--- src/rtl/sensor_pkg.sv ---
// rtl/sensor_pkg.sv - shared types and default parameters for the sensor monitor
package sensor_pkg;

    typedef enum logic [1:0] {
        MON_IDLE    = 2'd0,
        MON_ALARM   = 2'd1,
        MON_HOLDOFF = 2'd2
    } mon_state_t;

    localparam int SENS_DEBOUNCE = 4;
    localparam int SENS_HOLDOFF  = 8;
    localparam int SENS_CNT_W    = 8;

endpackage

--- src/rtl/sensor_monitor_if.sv ---
// rtl/sensor_monitor_if.sv - sensor/host signal bundle for the sensor monitor
// Z, CLR, ACK : driven by the sensor/host side (master)
// LEVEL, EVENT, COUNT, ALARM : driven by the monitor (slave)
interface sensor_monitor_if
    import sensor_pkg::*;
#(
    parameter int CNT_W = SENS_CNT_W
);
    logic             Z;
    logic             CLR;
    logic             ACK;
    logic             LEVEL;
    logic             EVENT;
    logic [CNT_W-1:0] COUNT;
    logic             ALARM;

    modport master (output Z, CLR, ACK, input LEVEL, EVENT, COUNT, ALARM);
    modport slave  (input Z, CLR, ACK, output LEVEL, EVENT, COUNT, ALARM);
endinterface

--- src/rtl/sensor_debounce.sv ---
// rtl/sensor_debounce.sv - samples Z and debounces it into LEVEL with a rise pulse
// CLK, MR (async active-low) : clock and reset
// Z          : raw sensor output
// LEVEL      : debounced level
// RISE       : registered one-cycle pulse aligned with LEVEL 0->1
// rise_next  : value RISE takes at the coming edge (lets the top update on the same edge)
module sensor_debounce
    import sensor_pkg::*;
#(
    parameter int DEBOUNCE = SENS_DEBOUNCE
) (
    input  logic CLK,
    input  logic MR,
    input  logic Z,
    output logic LEVEL,
    output logic RISE,
    output logic rise_next
);
    localparam int CW = (DEBOUNCE > 1) ? $clog2(DEBOUNCE) : 1;
    localparam logic [CW-1:0] LAST = CW'(DEBOUNCE - 1);

    logic          zq_q, zq_d;
    logic [CW-1:0] cnt_q, cnt_d;
    logic          level_q, level_d;
    logic          rise_q, rise_d;

    always_comb begin
        zq_d    = Z;
        cnt_d   = cnt_q;
        level_d = level_q;
        if (zq_q == level_q) begin
            cnt_d = '0;
        end else if (cnt_q == LAST) begin
            level_d = zq_q;
            cnt_d   = '0;
        end else begin
            cnt_d = cnt_q + 1'b1;
        end
        rise_d = level_d & ~level_q;
    end

    always_ff @(posedge CLK or negedge MR) begin
        if (!MR) begin
            zq_q    <= 1'b0;
            cnt_q   <= '0;
            level_q <= 1'b0;
            rise_q  <= 1'b0;
        end else begin
            zq_q    <= zq_d;
            cnt_q   <= cnt_d;
            level_q <= level_d;
            rise_q  <= rise_d;
        end
    end

    assign LEVEL     = level_q;
    assign RISE      = rise_q;
    assign rise_next = rise_d;
endmodule

--- src/rtl/sensor_monitor.sv ---
// rtl/sensor_monitor.sv - debounced event counter with latched, acknowledged alarm
// CLK, MR (async active-low) : clock and reset
// bus (slave) : Z, CLR, ACK in; LEVEL, EVENT, COUNT, ALARM out
module sensor_monitor
    import sensor_pkg::*;
#(
    parameter int DEBOUNCE = SENS_DEBOUNCE,
    parameter int HOLDOFF  = SENS_HOLDOFF,
    parameter int CNT_W    = SENS_CNT_W
) (
    input  logic             CLK,
    input  logic             MR,
    sensor_monitor_if.slave  bus
);
    localparam int HW = (HOLDOFF > 1) ? $clog2(HOLDOFF) : 1;
    localparam logic [HW-1:0] HOLD_LOAD = HW'(HOLDOFF - 1);

    logic level, rise, rise_next;

    mon_state_t       state_q, state_d;
    logic             alarm_q, alarm_d;
    logic [HW-1:0]    hold_q, hold_d;
    logic [CNT_W-1:0] count_q, count_d;

    sensor_debounce #(.DEBOUNCE(DEBOUNCE)) u_debounce (
        .CLK       (CLK),
        .MR        (MR),
        .Z         (bus.Z),
        .LEVEL     (level),
        .RISE      (rise),
        .rise_next (rise_next)
    );

    // Clear wins over a same-edge increment; the count sticks at all-ones.
    always_comb begin
        count_d = count_q;
        if (bus.CLR) begin
            count_d = '0;
        end else if (rise_next && (count_q != '1)) begin
            count_d = count_q + 1'b1;
        end
    end

    // Events only raise the alarm from MON_IDLE; the edge that leaves
    // MON_HOLDOFF is still holdoff, so an event there is ignored.
    always_comb begin
        state_d = state_q;
        alarm_d = alarm_q;
        hold_d  = hold_q;
        unique case (state_q)
            MON_IDLE: begin
                if (rise_next) begin
                    alarm_d = 1'b1;
                    state_d = MON_ALARM;
                end
            end
            MON_ALARM: begin
                if (bus.ACK) begin
                    alarm_d = 1'b0;
                    hold_d  = HOLD_LOAD;
                    state_d = MON_HOLDOFF;
                end
            end
            MON_HOLDOFF: begin
                if (hold_q == '0) begin
                    state_d = MON_IDLE;
                end else begin
                    hold_d = hold_q - 1'b1;
                end
            end
            default: state_d = MON_IDLE;
        endcase
    end

    always_ff @(posedge CLK or negedge MR) begin
        if (!MR) begin
            state_q <= MON_IDLE;
            alarm_q <= 1'b0;
            hold_q  <= '0;
            count_q <= '0;
        end else begin
            state_q <= state_d;
            alarm_q <= alarm_d;
            hold_q  <= hold_d;
            count_q <= count_d;
        end
    end

    assign bus.LEVEL = level;
    assign bus.EVENT = rise;
    assign bus.COUNT = count_q;
    assign bus.ALARM = alarm_q;
endmodule

--- src/flat_wrapper.sv ---
// flat-port wrapper written by rule: the top's interface ports become plain ports
module sensor_monitor_flat import sensor_pkg::*;
#(
    parameter int DEBOUNCE = SENS_DEBOUNCE,
    parameter int HOLDOFF  = SENS_HOLDOFF,
    parameter int CNT_W    = SENS_CNT_W
)
  (CLK, MR, bus_Z, bus_CLR, bus_ACK, bus_LEVEL, bus_EVENT, bus_COUNT, bus_ALARM);
  sensor_monitor_if #(.CNT_W(CNT_W)) bus_i ();
  input  logic CLK;
  input  logic MR;
  input wire logic [$bits(bus_i.Z)-1:0] bus_Z;
  input wire logic [$bits(bus_i.CLR)-1:0] bus_CLR;
  input wire logic [$bits(bus_i.ACK)-1:0] bus_ACK;
  output wire logic [$bits(bus_i.LEVEL)-1:0] bus_LEVEL;
  output wire logic [$bits(bus_i.EVENT)-1:0] bus_EVENT;
  output wire logic [$bits(bus_i.COUNT)-1:0] bus_COUNT;
  output wire logic [$bits(bus_i.ALARM)-1:0] bus_ALARM;
  assign bus_i.Z = bus_Z;
  assign bus_i.CLR = bus_CLR;
  assign bus_i.ACK = bus_ACK;
  assign bus_LEVEL = bus_i.LEVEL;
  assign bus_EVENT = bus_i.EVENT;
  assign bus_COUNT = bus_i.COUNT;
  assign bus_ALARM = bus_i.ALARM;
  sensor_monitor #(.DEBOUNCE(DEBOUNCE), .HOLDOFF(HOLDOFF), .CNT_W(CNT_W)) u_core (.CLK(CLK), .MR(MR), .bus(bus_i));
endmodule
--- config.mk ---
export PLATFORM = sky130hd
export DESIGN_NAME = sensor_monitor_flat
export DESIGN_NICKNAME = d
export VERILOG_FILES = /design/src/rtl/sensor_pkg.sv /design/src/rtl/sensor_monitor_if.sv /design/src/rtl/sensor_debounce.sv /design/src/rtl/sensor_monitor.sv /design/src/flat_wrapper.sv
export SDC_FILE = /design/constraint.sdc
export NUM_CORES = 1
export LEC_CHECK = 0
export CORE_ASPECT_RATIO = 0.75
export CORE_UTILIZATION = 45
export CTS_CLUSTER_DIAMETER = 120
export DETAILED_ROUTE_END_ITERATION = 6
export HOLD_SLACK_MARGIN = 0.03
export PLACE_DENSITY = 0.73
export SYNTH_ARGS = -nofsm -noshare
export SYNTH_HDL_FRONTEND = slang
export SYNTH_SLANG_ARGS = --single-unit
--- constraint.sdc ---
create_clock -name CLK -period 1.6 [get_ports CLK]
set_clock_uncertainty 0.1 [all_clocks]
set_input_delay 0.32 -clock CLK [delete_from_list [all_inputs] [get_ports CLK]]
set_output_delay 0.32 -clock CLK [all_outputs]
set_load 0.005 [all_outputs]
# Word-level counts from Yosys, hierarchy flattened
# Cells that the tools add are included.
[word_totals]
regBits = 19
latch_bits = 0
ramBits = 0
romBits = 0
input_bits = 5
out_inout_bits = 11
word_cells = 47
mem_count = 0
[classes]
add_sub_neg = 3
mul = 0
div_mod_pow = 0
order_cmp = 0
n_eq_ne = 9
n_shift = 0
n_mux = 16
n_bitwise = 2
n_reduce_logical = 9
[ops]
columns = ["cell", "n"]
rows = [
  ["two-way mux 8 bit", 2],
  ["two-way mux 2 bit", 5],
  ["AND reduction 3 bit", 3],
  ["adder 8 x 1 -> 8 bit (second input constant)", 1],
  ["inequality test 8 bit (second input constant)", 1],
  ["two-way mux 3 bit", 2],
  ["case mux 2 bit (3 select lines)", 1],
  ["case mux 3 bit (2 select lines)", 1],
  ["nonzero test 2 bit", 3],
  ["== test 2 bit (second input constant)", 2],
  ["two-way mux 1 bit", 4],
  ["inequality test 2 x 1 -> 1 bit (second input constant)", 2],
  ["inequality test 2 bit (second input constant)", 2],
  ["zero test 3 bit", 1],
  ["subtractor 3 x 1 -> 3 bit (second input constant)", 1],
  ["adder 2 x 1 -> 2 bit (second input constant)", 1],
  ["== test 2 x 1 -> 1 bit (second input constant)", 1],
  ["zero test 2 bit", 1],
  ["case mux 1 bit (2 select lines)", 1],
  ["bitwise AND 1 bit", 1],
  ["== test 1 bit", 1],
  ["logical AND 1 bit", 1],
  ["NOT 1 bit", 1],
]

# Depth between registers and ports, before layout
# Gate-level depths: netlist of run 1.
[logic_depth]
word_depth = 7
depth_mapped = 6
mapped_depth_nobuf = 6

# Modules after synthesis
# A second synthesis of run 1 with hierarchy kept.
[unflattened]
cells_unflattened = 90
hier_area_um2 = 945.9
[modules_own_cells]
columns = ["mod", "n_inst", "cells_per_inst", "area_per_inst_um2", "seq_area_each_um2"]
rows = [
  ["sensor_monitor", 1, 77, 767.0, 350.3],
  ["sensor_debounce", 1, 13, 178.9, 125.1],
]

# Worst setup path before layout of run 1
# No wires, ideal clock.
[synth_path]
kind = "register to register"
start = "reg u_core.u_debounce.cnt_q[0]"
end = "reg u_core.count_q[5] (netlist: u_core.bus.COUNT[5])"
setup_ns = 0.078
arrival_ns = 1.466
required_time_ns = 1.422
setup_slack_ns = -0.044
path_stages_with_launch = 7
n_path_buf = 0
period_less_slack_ns = 1.644
cell_sequence = "dfrtp_1 ha_1 nand3b_4 clkinv_4 nand4_4 or4_1 a21oi_1"
[synth_via]
elab_chain_cells = 6
[synth_rtl]
columns = ["item", "line_no", "text"]
rows = [
  ["start, declared", "sensor_debounce.sv:23", "logic [CW-1:0] cnt_q, cnt_d;"],
  ["start signal, assigned", "sensor_debounce.sv:50", "cnt_q <= cnt_d;"],
  ["== test 2 bit", "sensor_debounce.sv:33", "end else if (cnt_q == LAST) begin"],
  ["two-way mux 1 bit", "sensor_debounce.sv:33", ""],
  ["two-way mux 1 bit", "sensor_debounce.sv:31", "if (zq_q == level_q) begin"],
  ["bitwise AND 1 bit", "sensor_debounce.sv:39", "rise_d = level_d & ~level_q;"],
  ["via u_core.rise_next", "sensor_monitor.sv:18", "logic level, rise, rise_next;"],
  ["logical AND 1 bit", "sensor_monitor.sv:39", "end else if (rise_next && (count_q != '1)) begin"],
  ["nonzero test 2 bit (no line)", "n/a", ""],
  ["end signal, assigned", "sensor_monitor.sv:85", "count_q <= count_d;"],
  ["end, declared", "sensor_monitor.sv:23", "logic [CNT_W-1:0] count_q, count_d;"],
]
# The timed path passes the listed nets, and every way through them passes these cells.
# A chain may end at the register's enable or synchronous reset.

# Final worst setup path of run 1
[layout_path]
start = "reg u_core.count_q[1] (netlist: u_core.bus.COUNT[1])"
end = "reg u_core.count_q[5] (netlist: u_core.bus.COUNT[5])"
[layout_via]
elab_chain_cells = 3
word_cells_on_any_way = 6
classes_between = "add/sub (1); eq/ne (1); mux (2); reduce/logical (2)"
[layout_rtl]
columns = ["item", "line_no"]
rows = [
  ["adder 8 x 1 -> 8 bit / inequality test 8 bit (equally long branches)", "sensor_monitor.sv:40, sensor_monitor.sv:39"],
  ["two-way mux 8 bit / logical AND 1 bit (equally long branches)", "sensor_monitor.sv:39"],
  ["two-way mux 8 bit / nonzero test 2 bit (equally long branches)", "n/a"],
]
# Several ways; a longest one is shown, not always the timed one. The select of a mux whose other input is x is not followed.

==> run summary, run 1 <==
The number of vias per cell came out at between 5 and 6. The antenna diode count came out at 0. The async set-reset flop share out of synthesis came out at 100%. The endpoint of the most critical register-to-register path is u_core.bus.COUNT[5]$_DFFE_PN0P_. 16 I/O pins were placed. Setup repair after global routing could not meet its margin everywhere.

The combined area of the multi-input logic cells came out at about 430 µm². The total nets after synthesis is 96. The depth of the most critical reg-to-reg path came out at 6. The post-layout minimum cycle time is around 1.6 ns. The sequential cell area came out at 477 µm².

The later pin in the worst-skew pair is clocked with a latency of roughly 0.30 ns. The number of warnings issued by yosys came out at 0. The total number of vias is a little under 800. The initial core utilization came out at about half. The number of sinks handled by clock tree synthesis is 19.

The worst setup path is of the register to register kind. The die is ~40 µm tall. Leaving out fill and tap cells, the most frequent cell in the layout is sky130_fd_sc_hd__buf_4. The count of routing violations after the opening detailed-route iteration came out at 12. The via count of the first global-routing pass is between 600 and 700.

Entering global routing, the biggest net connects 20 pins. The number of buffers created by CTS is 3. The critical-path maximum fanout came out at 4.

The initial antenna violation count was 0. After floorplanning, the core was divided into 13 placement rows. Across all register-to-register paths, the minimum setup slack is -0.02 ns. The final hold violation count came out at 0. Across the run, the number of max-cap violations was 0. The fraction of the core area covered by cells at the end of the flow is a little under three quarters. The most used flip-flop cell after synthesis is sky130_fd_sc_hd__dfrtp_1. The checks that failed: setup timing. The average footprint of a synthesized cell is around 11 µm².

The final critical-path setup slack came out at -0.0233 ns. The max-slew violation total from the final report is 0. Counting flops with a built-in enable in the synthesized netlist gives 0. The register bit count reported by yosys is 19. The cell leakage power is between 0.6 and 0.7 nW.

In this run the clock root is driven by a sky130_fd_sc_hd__clkbuf_4. The actual slew at the worst max-slew pin is about 0.36 ns. The x dimension of the die is between 50 and 60 µm. The cell area after synthesis is 915 µm². The sum of net half-perimeters after detailed placement is between 1000 and 1500 µm.

The placed instance area is ~1200 µm². The placeable core area came out at 1820 µm². The part of the cycle the worst path needs came out at 101%. The top cell types in the final layout, fill and taps aside, are sky130_fd_sc_hd__buf_4 (19), sky130_fd_sc_hd__dfrtp_1 (18), sky130_fd_sc_hd__nor2_1 (10). The flow ran to the end, but the final reports show violations. The pre-CTS setup slack came out at -0.0280 ns. CTS built an H-tree with a depth of 1. The tightest min-delay check is of the input pin to asynchronous set/reset pin type. The buffer depth of the longest clock path came out at 2. The total power density per cell area came out at ~990 nW/µm². The required time at the endpoint of the critical path is 1.73 ns.

The wire length of the first global-routing pass is 2780 µm. For this run, design rule violations remaining after detail routing come to 0. The relative slew slack is 75.7%.

The type of element capturing the critical path is a register. The clock transition time at the flip-flop clock pins of the worst setup and hold paths is roughly 0.11 ns. The data arrival time of the critical path is ~1.8 ns. During placement, the flow inserted port buffers numbering 15. After detailed routing, the total wire length is roughly 1900 µm. The fmax came out at 616 MHz. The TritonCTS clock tree is built. The post-synthesis sequential area ratio is just over 50%.

The worst-case hold slack came out at approximately 0.24 ns. The post-synthesis cell count came out at 87. The accumulated negative setup slack came out at -0.0233 ns. The full die area is 2220 µm². The count of nets left with antenna violations once routing finished came out at 0. The worst-case IR drop observed on VDD is 0.768 mV.

The length of the first detailed-routing pass in iterations came out at 4. Hold repair after CTS inserted 0 buffers. At the end of routability-driven placement, the weighted congestion stood at approximately 0.82. Global routing used between 10% and 20% of the available tracks across all layers. The wire length per cell after detailed routing came out at 12.7 µm.

STA classifies the critical path startpoint as a register. The share of layout cells above drive strength 1 is 26.6%. The total congestion overflow after global routing is 0.

Compared with the post-synthesis result, the final layout area differs by 41.5%. The worst register-to-register path begins at u_core.bus.COUNT[1]$_DFFE_PN0P_. The number of nets in the finished design came out at 134. The finished layout cell area came out at about 1300 µm².

The number of endpoints failing setup at the final stage is 1. The count of different cell masters after synthesis is 29. The layout has about 140 filler cells.
-- through the flow --
| stage | std cells | total power, mW |
|---|---|---|
| floorplan | 87 | 0.883 |
| global placement | 132 | 1.02 |
| detailed placement | 132 | 1.05 |
| CTS | 145 | 1.30 |
| global route | 146 | 1.38 |
| finish | 146 | 1.29 |
-- power by group --
group | leakage, nW | switching, mW | internal [mW]
clock | 0.0150 | 0.148 | 0.0972
combinational | 0.443 | 0.179 | 0.231
sequential | 0.241 | 0.0634 | 0.568
total | 0.698 | 0.390 | 0.896
-- registers in the layout, summed over array words and instances (netlist names) --
register,cells
u_core.u_debounce.LEVEL,1
u_core.hold_q,3
u_core.bus.COUNT,8
u_core.u_debounce.cnt_q,2
u_core.u_debounce.zq_q,1
u_core.bus.ALARM,1
u_core.u_debounce.RISE,1
u_core.state_q,2
-- what timing repair did --
action	in CTS	in global routing
hold endpoints to repair	0	0
endpoints found under the setup margin	11	9
pin swaps	1	0
resized for setup	7	9
gates cloned	0	0
buffers inserted	9	1
-- synth_stat cells (2+ instances only) --
library cell / n / area [µm²]
sky130_fd_sc_hd__a21oi_1: 5 / 25.0
sky130_fd_sc_hd__dfrtp_1: 19 / 475
sky130_fd_sc_hd__ha_1: 4 / 50.1
sky130_fd_sc_hd__inv_1: 6 / 22.5
sky130_fd_sc_hd__mux2_2: 2 / 22.5
sky130_fd_sc_hd__mux2i_1: 2 / 20.0
sky130_fd_sc_hd__nand2_1: 4 / 15.0
sky130_fd_sc_hd__nand2b_1: 2 / 12.5
sky130_fd_sc_hd__nand3_1: 3 / 15.0
sky130_fd_sc_hd__nor2_1: 10 / 37.5
sky130_fd_sc_hd__nor3_1: 7 / 35.0
sky130_fd_sc_hd__o21ai_0: 4 / 20.0
sky130_fd_sc_hd__o31ai_1: 2 / 15.0
sky130_fd_sc_hd__xor2_1: 2 / 17.5
-- per-layer routing --
layer	vias up	track usage, %	wire length (µm)
met1	364	21.4	857
met4	0	5.77	24
met5	-	0	0
li1	382	-	-
met3	4	8.52	109
met2	20	33.0	864
-- logic make-up after synthesis --
| kind of cell | after synthesis | share of synthesized area [%] |
|---|---|---|
| DFF | 19 | 52.0 |
| adders and majority gates | 4 | 5.47 |
| muxes | 4 | 4.65 |
| and+or+nand+nor | 33 | 20.7 |
| AOI/OAI and AO/OA | 16 | 10.5 |
| xor gates and xnor gates | 3 | 2.87 |
| buffers and inverters | 8 | 3.83 |
-- how the worst max path moves through the flow --
stage                                       to                                 start  depth (start not counted)  slack [ns]
3_3_place_gp   u_core.bus.COUNT[5]$_DFFE_PN0P_  u_core.u_debounce.cnt_q[0]$_DFF_PN0_                          6      -0.009
6_report       u_core.bus.COUNT[5]$_DFFE_PN0P_       u_core.bus.COUNT[1]$_DFFE_PN0P_                          6       -0.02
2_1_floorplan  u_core.bus.COUNT[5]$_DFFE_PN0P_  u_core.u_debounce.cnt_q[0]$_DFF_PN0_                          6       0.009
3_5_place_dp   u_core.bus.COUNT[5]$_DFFE_PN0P_  u_core.u_debounce.cnt_q[0]$_DFF_PN0_                          6       -0.03
5_1_grt        u_core.bus.COUNT[5]$_DFFE_PN0P_  u_core.u_debounce.cnt_q[0]$_DFF_PN0_                          7       -0.08
4_1_cts        u_core.bus.COUNT[5]$_DFFE_PN0P_       u_core.bus.COUNT[0]$_DFFE_PN0P_                          6       -0.03
-- cell type report --
| type | count | share of cell area, % |
|---|---|---|
| clock buffers | 4 | 2.03 |
| flip-flops and latches | 19 | 36.8 |
| inverters | 7 | 2.42 |
| multi-input cells | 60 | 33.6 |
| repair buffers | 34 | 23.0 |
| well taps | 22 | 2.13 |
-- critical path, stage by stage (launching register included) --
cell	delay [ns]
sky130_fd_sc_hd__dfrtp_1	0.41
sky130_fd_sc_hd__buf_4	0.14
sky130_fd_sc_hd__ha_1	0.22
sky130_fd_sc_hd__nand3_2	0.08
sky130_fd_sc_hd__nor2_1	0.07
sky130_fd_sc_hd__or4_4	0.42
sky130_fd_sc_hd__a21oi_2	0.12
(Power assumes the default switching activity.)
==> run 2: changes to the inputs <==
CORE_MARGIN = 8   (was unset)
==> run summary, run 2 (same netlist as run 1, synthesis figures left out) <==
The number of top-level pins is 16 (unchanged). The part of the cycle the worst path needs is 98.1% (-3.4 points). The met1 routing resource usage after global routing came out at 13.0% (-8.4 points). The placeable core area came to 1960 µm² (+7.7%). The antenna diode count was 0 (unchanged). The H-tree depth reported by CTS was 1 (unchanged). The total power density per cell area is 984 nW/µm² (-1.0%). STA classifies the critical path startpoint as a register. The full die area came to 3750 µm² (+69%). The clock transition time at the flip-flop clock pins of the worst setup and hold paths is 0.10 ns (about the same). The critical-path maximum fanout is 3 (-1). The wire length per cell after detailed routing is 13.1 µm (+3.0%). The buffer depth of the longest clock path is 2 (unchanged). The largest net degree at the start of global routing is 20 (unchanged).

The number of fill cells in the layout is 157 (+9.0%). The number of nets in the finished design came out at 134 (unchanged). The number of buffers created by CTS is 3 (unchanged).

The wire length of the first global-routing pass came out at 3240 µm (+17%). The weighted congestion reported at the end of routability-driven placement is 0.821 (+0.13%). The initial antenna violation count was 0 (unchanged). The most critical setup path has its startpoint at u_core.u_debounce.cnt_q[0]$_DFF_PN0_. In this run the critical register-to-register path is launched from u_core.u_debounce.cnt_q[0]$_DFF_PN0_.

The sum of net half-perimeters after detailed placement came out at 1370 µm (+8.9%). The total congestion overflow after global routing came out at 0 (unchanged). The total of buffers placed on input and output ports is 15 (unchanged).

The sequential cell area is 477 µm² (unchanged). The met2 layer usage reported by global route was 19.4% (-14 points). The die outline height is 55.0 µm (+34%).

The depth of the most critical reg-to-reg path is 6 (unchanged). The TritonCTS clock tree is built. The max-capacitance violation count came out at 0 (unchanged). The remaining number of nets flagged by the antenna check after routing was 0 (unchanged). The min-delay analysis places its worst path in the category input pin to asynchronous set/reset pin. The initial core utilization came to 46.6% (-3.6 points). Setup repair after global routing could not meet its margin everywhere.

The row count is 14 (+1). The number of cells after detailed placement is 132 (unchanged). The relative slew slack came out at 72.2% (-3.5 points). The post-layout minimum cycle time came out at 1.57 ns (-0.0544 ns). The flow ran to the end, and the final reports show no timing, DRC or antenna violations. The highest-utilization routing layer at the global route stage is met2.

The worst setup path is of the register to register kind. Leaving out fill and tap cells, the most frequent cell in the layout is sky130_fd_sc_hd__buf_4. The worst-case vdd ir drop came to 0.789 mV (+2.8%).

The total power after layout came out at 1.29 mW (+0.10%). The met3 global-route usage is 5.03% (-3.5 points). CTS placed an instance of sky130_fd_sc_hd__clkbuf_4 at the clock tree root. The global-route usage over all layers is 11.6% (-7.5 points).

The actual slew at the worst max-slew pin is 0.414 ns (+0.0519 ns). The wire length reported by the detailed router came out at 1940 µm (+4.4%). The flip-flop count of the largest register after layout is 8 (unchanged). The setup slack of the most critical reg-to-reg path came out at 0.03 ns (+0.05 ns).

In this run the worst setup path terminates at u_core.bus.COUNT[5]$_DFFE_PN0P_. The number of vias per cell came out at 5.01 (-4.9%). The type of element capturing the critical path is a register. The max-slew violation total from the final report came out at 0 (unchanged). The final cell count without fillers is 148 (+1.4%). The count of routing violations after the opening detailed-route iteration is 54 (+42). The final hold violation count came out at 0 (unchanged). The growth of design area from synthesis to finish is 43.1%. The clock latency of the later-clocked register in the worst-skew pair is 0.30 ns (about the same). The required time at the endpoint of the critical path is 1.73 ns (about the same). The via count of the first global-routing pass came out at 738 (+12%).

The number of sinks handled by clock tree synthesis came to 19 (unchanged). Leaving out fill and tap cells, the most frequent cells in the layout are sky130_fd_sc_hd__buf_4 (19), sky130_fd_sc_hd__dfrtp_1 (18), sky130_fd_sc_hd__nor2_1 (10). The endpoint of the most critical register-to-register path is u_core.bus.COUNT[5]$_DFFE_PN0P_. The x dimension of the die is 68.1 µm (+26%).

The number of endpoints failing setup at the final stage came out at 0 (-1). The share of layout cells above drive strength 1 came out at 25.8% (-0.81 points). The cell leakage power is 0.721 nW (+3.3%). The length of the first detailed-routing pass in iterations came to 4 (unchanged). The data arrival time of the critical path came out at 1.70 ns (-0.06 ns).

The pre-CTS setup slack came to -0.0246 ns (+0.00343 ns). The final critical-path setup slack came to 0.0311 ns (+0.0544 ns). The DRC violation count after routing came to 0 (unchanged). The combined area of the multi-input logic cells came out at 439 µm² (+1.2%). The fmax was 637 MHz (+3.5%). The total number of vias came to 742 (-3.6%).
[run 2: routing by layer]
metal	vias up	wire length [µm]
li1	383	-
met1	344	909
met2	13	912
met3	2	102
met4	0	12
met5	-	0
[run 2: where the power goes]
group          leakage, nW  switching, mW  internal, mW
Clock               0.0150          0.151        0.0974
Combinational        0.465          0.177         0.231
Sequential           0.241         0.0646         0.568
[run 2: final cells by class]
class | count | share of cell area (%)
multi-input combinational | 60 | 33.6
timing repair buffer | 34 | 23.3
inverter | 7 | 2.39
clock buffer | 4 | 2.01
tap | 24 | 2.29
sequential | 19 | 36.4
[run 2: critical path: stages (launching register included)]
cell and delay [ns]:
sky130_fd_sc_hd__dfrtp_1 0.40, sky130_fd_sc_hd__ha_4 0.16, sky130_fd_sc_hd__nand3b_4 0.09, sky130_fd_sc_hd__clkinv_4 0.06, sky130_fd_sc_hd__nand4_4 0.07, sky130_fd_sc_hd__or4_1 0.47, sky130_fd_sc_hd__a21oi_1 0.15
[run 2: metrics by stage]
stage	setup TNS, ns	hold slack, ns	utilization (%)	instance area [µm²]
after CTS	-0.0234	0.233	64.0	1260
after detailed placement	-0.0343	0.379	58.9	1160
after floorplan	0	-0.0756	-	927
after global routing	-0.0391	0.253	66.7	1310
final	0	0.234	66.7	1310
after global placement	0	0.368	58.9	1160
[run 2: repair_timing]
item / CTS / global route
setup buffers: 10 / 2
pin swaps: 4 / 4
gates resized for setup: 6 / 10
setup endpoints to repair: 11 / 12
gates cloned: 0 / 0
hold buffers: 0 / 0
endpoints found under the hold margin: 0 / 0
[run 2: how the worst min path moves through the flow]
stage | to | slack, ns | start
after floorplan | u_core.bus.ALARM$_DFFE_PN0P_ | -0.08 | MR
after global placement | u_core.u_debounce.cnt_q[0]$_DFF_PN0_ | 0.37 | u_core.u_debounce.cnt_q[0]$_DFF_PN0_
after detailed placement | u_core.hold_q[1]$_DFFE_PN0P_ | 0.38 | u_core.hold_q[1]$_DFFE_PN0P_
after CTS | u_core.bus.COUNT[7]$_DFFE_PN0P_ | 0.23 | MR
after global routing | u_core.bus.COUNT[4]$_DFFE_PN0P_ | 0.25 | MR
final | u_core.bus.COUNT[5]$_DFFE_PN0P_ | 0.23 | MR
==> run 3: changes to the inputs <==
CORE_ASPECT_RATIO = unset   (was 0.75)
CORE_UTILIZATION = 54   (was 45)
PLACE_DENSITY = 0.82   (was 0.73)
clock period = 2 ns   (was 1.6 ns; I/O delays follow)
==> run summary, run 3 (same netlist as run 1, synthesis figures left out) <==
The run finished with clean final reports. The die outline height is 57.2 µm (+3.8%). In this run the worst setup path begins at u_core.bus.COUNT[2]$_DFFE_PN0P_. The accumulated negative setup slack came out at 0 ns (unchanged). The most common cell after layout, fill and taps aside is sky130_fd_sc_hd__dfrtp_1. The row count is 15 (+1).

The DRC violation count after routing is 0 (unchanged). The actual slew at the worst max-slew pin came out at 0.356 ns (-0.0581 ns). The total number of vias is 714 (-3.8%).

The total power density per cell area came out at 873 nW/µm² (-11%). The final cell count without fillers came out at 123 (-17%). Setup repair after global routing left no endpoint under its margin. The buffer depth of the longest clock path came to 2 (unchanged). The required time at the endpoint of the critical path is 1.50 ns (-0.23 ns). The weighted congestion reported at the end of routability-driven placement came out at 0.762 (-7.2%). The highest cell delay on the worst timing path is 0.55 ns (+0.08 ns). The number of nets in the finished design came out at 116 (-13%). The relative slew slack was 76.1% (+3.9 points). The clock transition time at the flip-flop clock pins of the worst setup and hold paths came to 0.11 ns (about the same).

The slowest stage of the critical path belongs to the cell sky130_fd_sc_hd__clkdlybuf4s50_1. The initial antenna violation count is 0 (unchanged). STA classifies the critical path startpoint as a register. The wire length per cell after detailed routing is 14.7 µm (+13%). The count of cells resized by post-cts repair came out at 0 (-6). The worst-case vdd ir drop came out at 0.450 mV (-43%). The fraction of power spent switching nets is 30.4% (-0.046 points). The placeable core area was 1650 µm² (-16%). The fraction of power consumed by the clock network came to 19.8% (+0.5 points).

The number of fill cells in the layout is 136 (-13%). The number of buffers created by CTS is 3 (unchanged). TritonCTS built the clock tree. The via count of the first global-routing pass was 740 (+0.27%). The number of cells after detailed placement is 119 (-9.8%).

The flip-flop count of the largest register after layout is 8 (unchanged). The length of the first detailed-routing pass in iterations is 4 (unchanged). The critical-path maximum fanout is 6 (+3).

The cell leakage power is 0.508 nW (-30%). In this run the clock root is driven by a sky130_fd_sc_hd__clkbuf_4. The clock latency of the later-clocked register in the worst-skew pair is 0.29 ns (about the same). The part of the power in combinational logic is 27.3% (-4.3 points). The net load switching power came to 0.296 mW (-24%). The tightest min-delay check is of the input pin to asynchronous set/reset pin type.

The wire length reported by the detailed router came out at 1810 µm (-6.4%). The total power after layout came out at 0.975 mW (-24%). The proportion of power drawn by flip-flops and latches came out at 52.8% (+3.7 points).

The count of buffer and inverter cells on the critical path is 1 (unchanged). The part of the cycle the worst path needs came out at 91.2%. STA classifies the critical path endpoint as an output port. The largest net degree at the start of global routing came out at 20 (unchanged). The full die area came to 3270 µm² (-13%).

The wire length of the first global-routing pass came out at 3180 µm (-1.9%). The fmax is between 500 and 600 MHz. The kind of critical path is register to output port. The total of buffers placed on input and output ports came out at 15 (unchanged). The dominant delay contributor by cell family on the critical path is buffers and inverters. The max-capacitance violation count came out at 0 (unchanged). The H-tree depth reported by CTS came out at 1 (unchanged). The global-route usage over all layers is 11.6% (+0.088 points). The x dimension of the die came out at 57.2 µm (-16%). Leaving out fill and tap cells, the most frequent cells in the layout are sky130_fd_sc_hd__dfrtp_1 (19), sky130_fd_sc_hd__clkdlybuf4s50_1 (15), sky130_fd_sc_hd__nor2_1 (10). The internal power is 0.679 mW (-24%). The share of layout cells above drive strength 1 is 8.49% (-17 points). The number of vias per cell came out at 5.80 (+16%).

The initial core utilization was 55.4% (+8.8 points). The max-slew violation total from the final report is 0 (unchanged). The growth of design area from synthesis to finish is 22.0%. The remaining number of nets flagged by the antenna check after routing came out at 0 (unchanged).

The worst register-to-register path begins at u_core.u_debounce.cnt_q[0]$_DFF_PN0_. The final hold violation count is 0 (unchanged). The number of sinks handled by clock tree synthesis came to 19 (unchanged). The data arrival time of the critical path came out at 1.32 ns (-0.38 ns). The critical path goes through clkdlybuf4s50_1. The number of top-level pins came out at 16 (unchanged). The total congestion overflow after global routing came out at 0 (unchanged). The post-layout minimum cycle time came out at ~1.8 ns. The number of setup buffers added after CTS is 0 (-10).

The antenna diode count came to 0 (unchanged). The hold buffer count at CTS is 0 (unchanged). The count of routing violations after the opening detailed-route iteration came out at 11 (-80%). The number of endpoints failing setup at the final stage is 0 (unchanged).

The sum of net half-perimeters after detailed placement came out at 1340 µm (-2.0%).
-- run 3: cell types whose count changed in the layout (fill, tap and decap cells not counted) --
cell | previous run | this run
sky130_fd_sc_hd__dlymetal6s2s_1 | 7 | 0
sky130_fd_sc_hd__clkdlybuf4s50_1 | 4 | 15
sky130_fd_sc_hd__ha_4 | 2 | 0
sky130_fd_sc_hd__nor3_1 | 6 | 7
sky130_fd_sc_hd__buf_4 | 19 | 1
sky130_fd_sc_hd__nand3_2 | 1 | 0
sky130_fd_sc_hd__nor3_2 | 1 | 0
sky130_fd_sc_hd__dlygate4sd2_1 | 4 | 0
sky130_fd_sc_hd__dfrtp_1 | 18 | 19
sky130_fd_sc_hd__nand3_1 | 2 | 3
sky130_fd_sc_hd__dfrtp_2 | 1 | 0
sky130_fd_sc_hd__ha_1 | 2 | 4
-- run 3: through the flow --
stage	area [µm²]	worst slack [ns]	hold WS, ns	utilization [%]
4_1_cts	1120	0.173	0.340	67.6
2_1_floorplan	915	0.356	0.00441	-
3_5_place_dp	1090	0.219	0.346	66.0
5_1_grt	1120	0.0852	0.342	67.6
3_3_place_gp	1090	0.315	0.322	66.0
6_report	1120	0.176	0.326	67.6
-- run 3: path summary, 6_finish.rpt --
| kind | endpoint | slack [ns] | cells past startpoint |
|---|---|---|---|
| max | bus_COUNT[2] | 0.18 | 1 |
| min | u_core.bus.ALARM$_DFFE_PN0P_ | 0.33 | 2 |
| max reg2reg | u_core.bus.COUNT[5]$_DFFE_PN0P_ | 0.19 | 6 |
| min reg2reg | u_core.u_debounce.cnt_q[0]$_DFF_PN0_ | 0.36 | 1 |
| max in group asynchronous | u_core.hold_q[1]$_DFFE_PN0P_ | 1.27 | 2 |
| min in group CLK | u_core.u_debounce.cnt_q[0]$_DFF_PN0_ | 0.36 | 1 |
-- run 3: power by group through the flow --
| stage | Combinational (mW) | Sequential, mW | Clock [mW] |
|---|---|---|---|
| 5_1_grt | 0.310 | 0.526 | 0.213 |
| 6_report | 0.266 | 0.515 | 0.193 |
| 3_3_place_gp | 0.256 | 0.515 | 0 |
| 3_5_place_dp | 0.269 | 0.523 | 0 |
| 2_1_floorplan | 0.186 | 0.508 | 0 |
| 4_1_cts | 0.272 | 0.516 | 0.197 |
-- run 3: final cells by class --
cell class	instances	area (µm²)	share of cell area (%)
repair buffers	16	158	14.1
clock buffers	4	26.3	2.35
well taps	17	21.3	1.91
multi-input cells	60	404	36.2
inverters	7	31.3	2.80
flip-flops and latches	19	475	42.6
-- run 3: metal layers --
layer	vias up	part of all wire, %	global-route usage, %	wire length [µm]
li1	342	-	-	-
met1	357	44	13.2	791
met2	13	51	20.0	927
met3	2	4.6	3.10	83
met4	0	0.55	4.70	10
met5	-	0	0	0
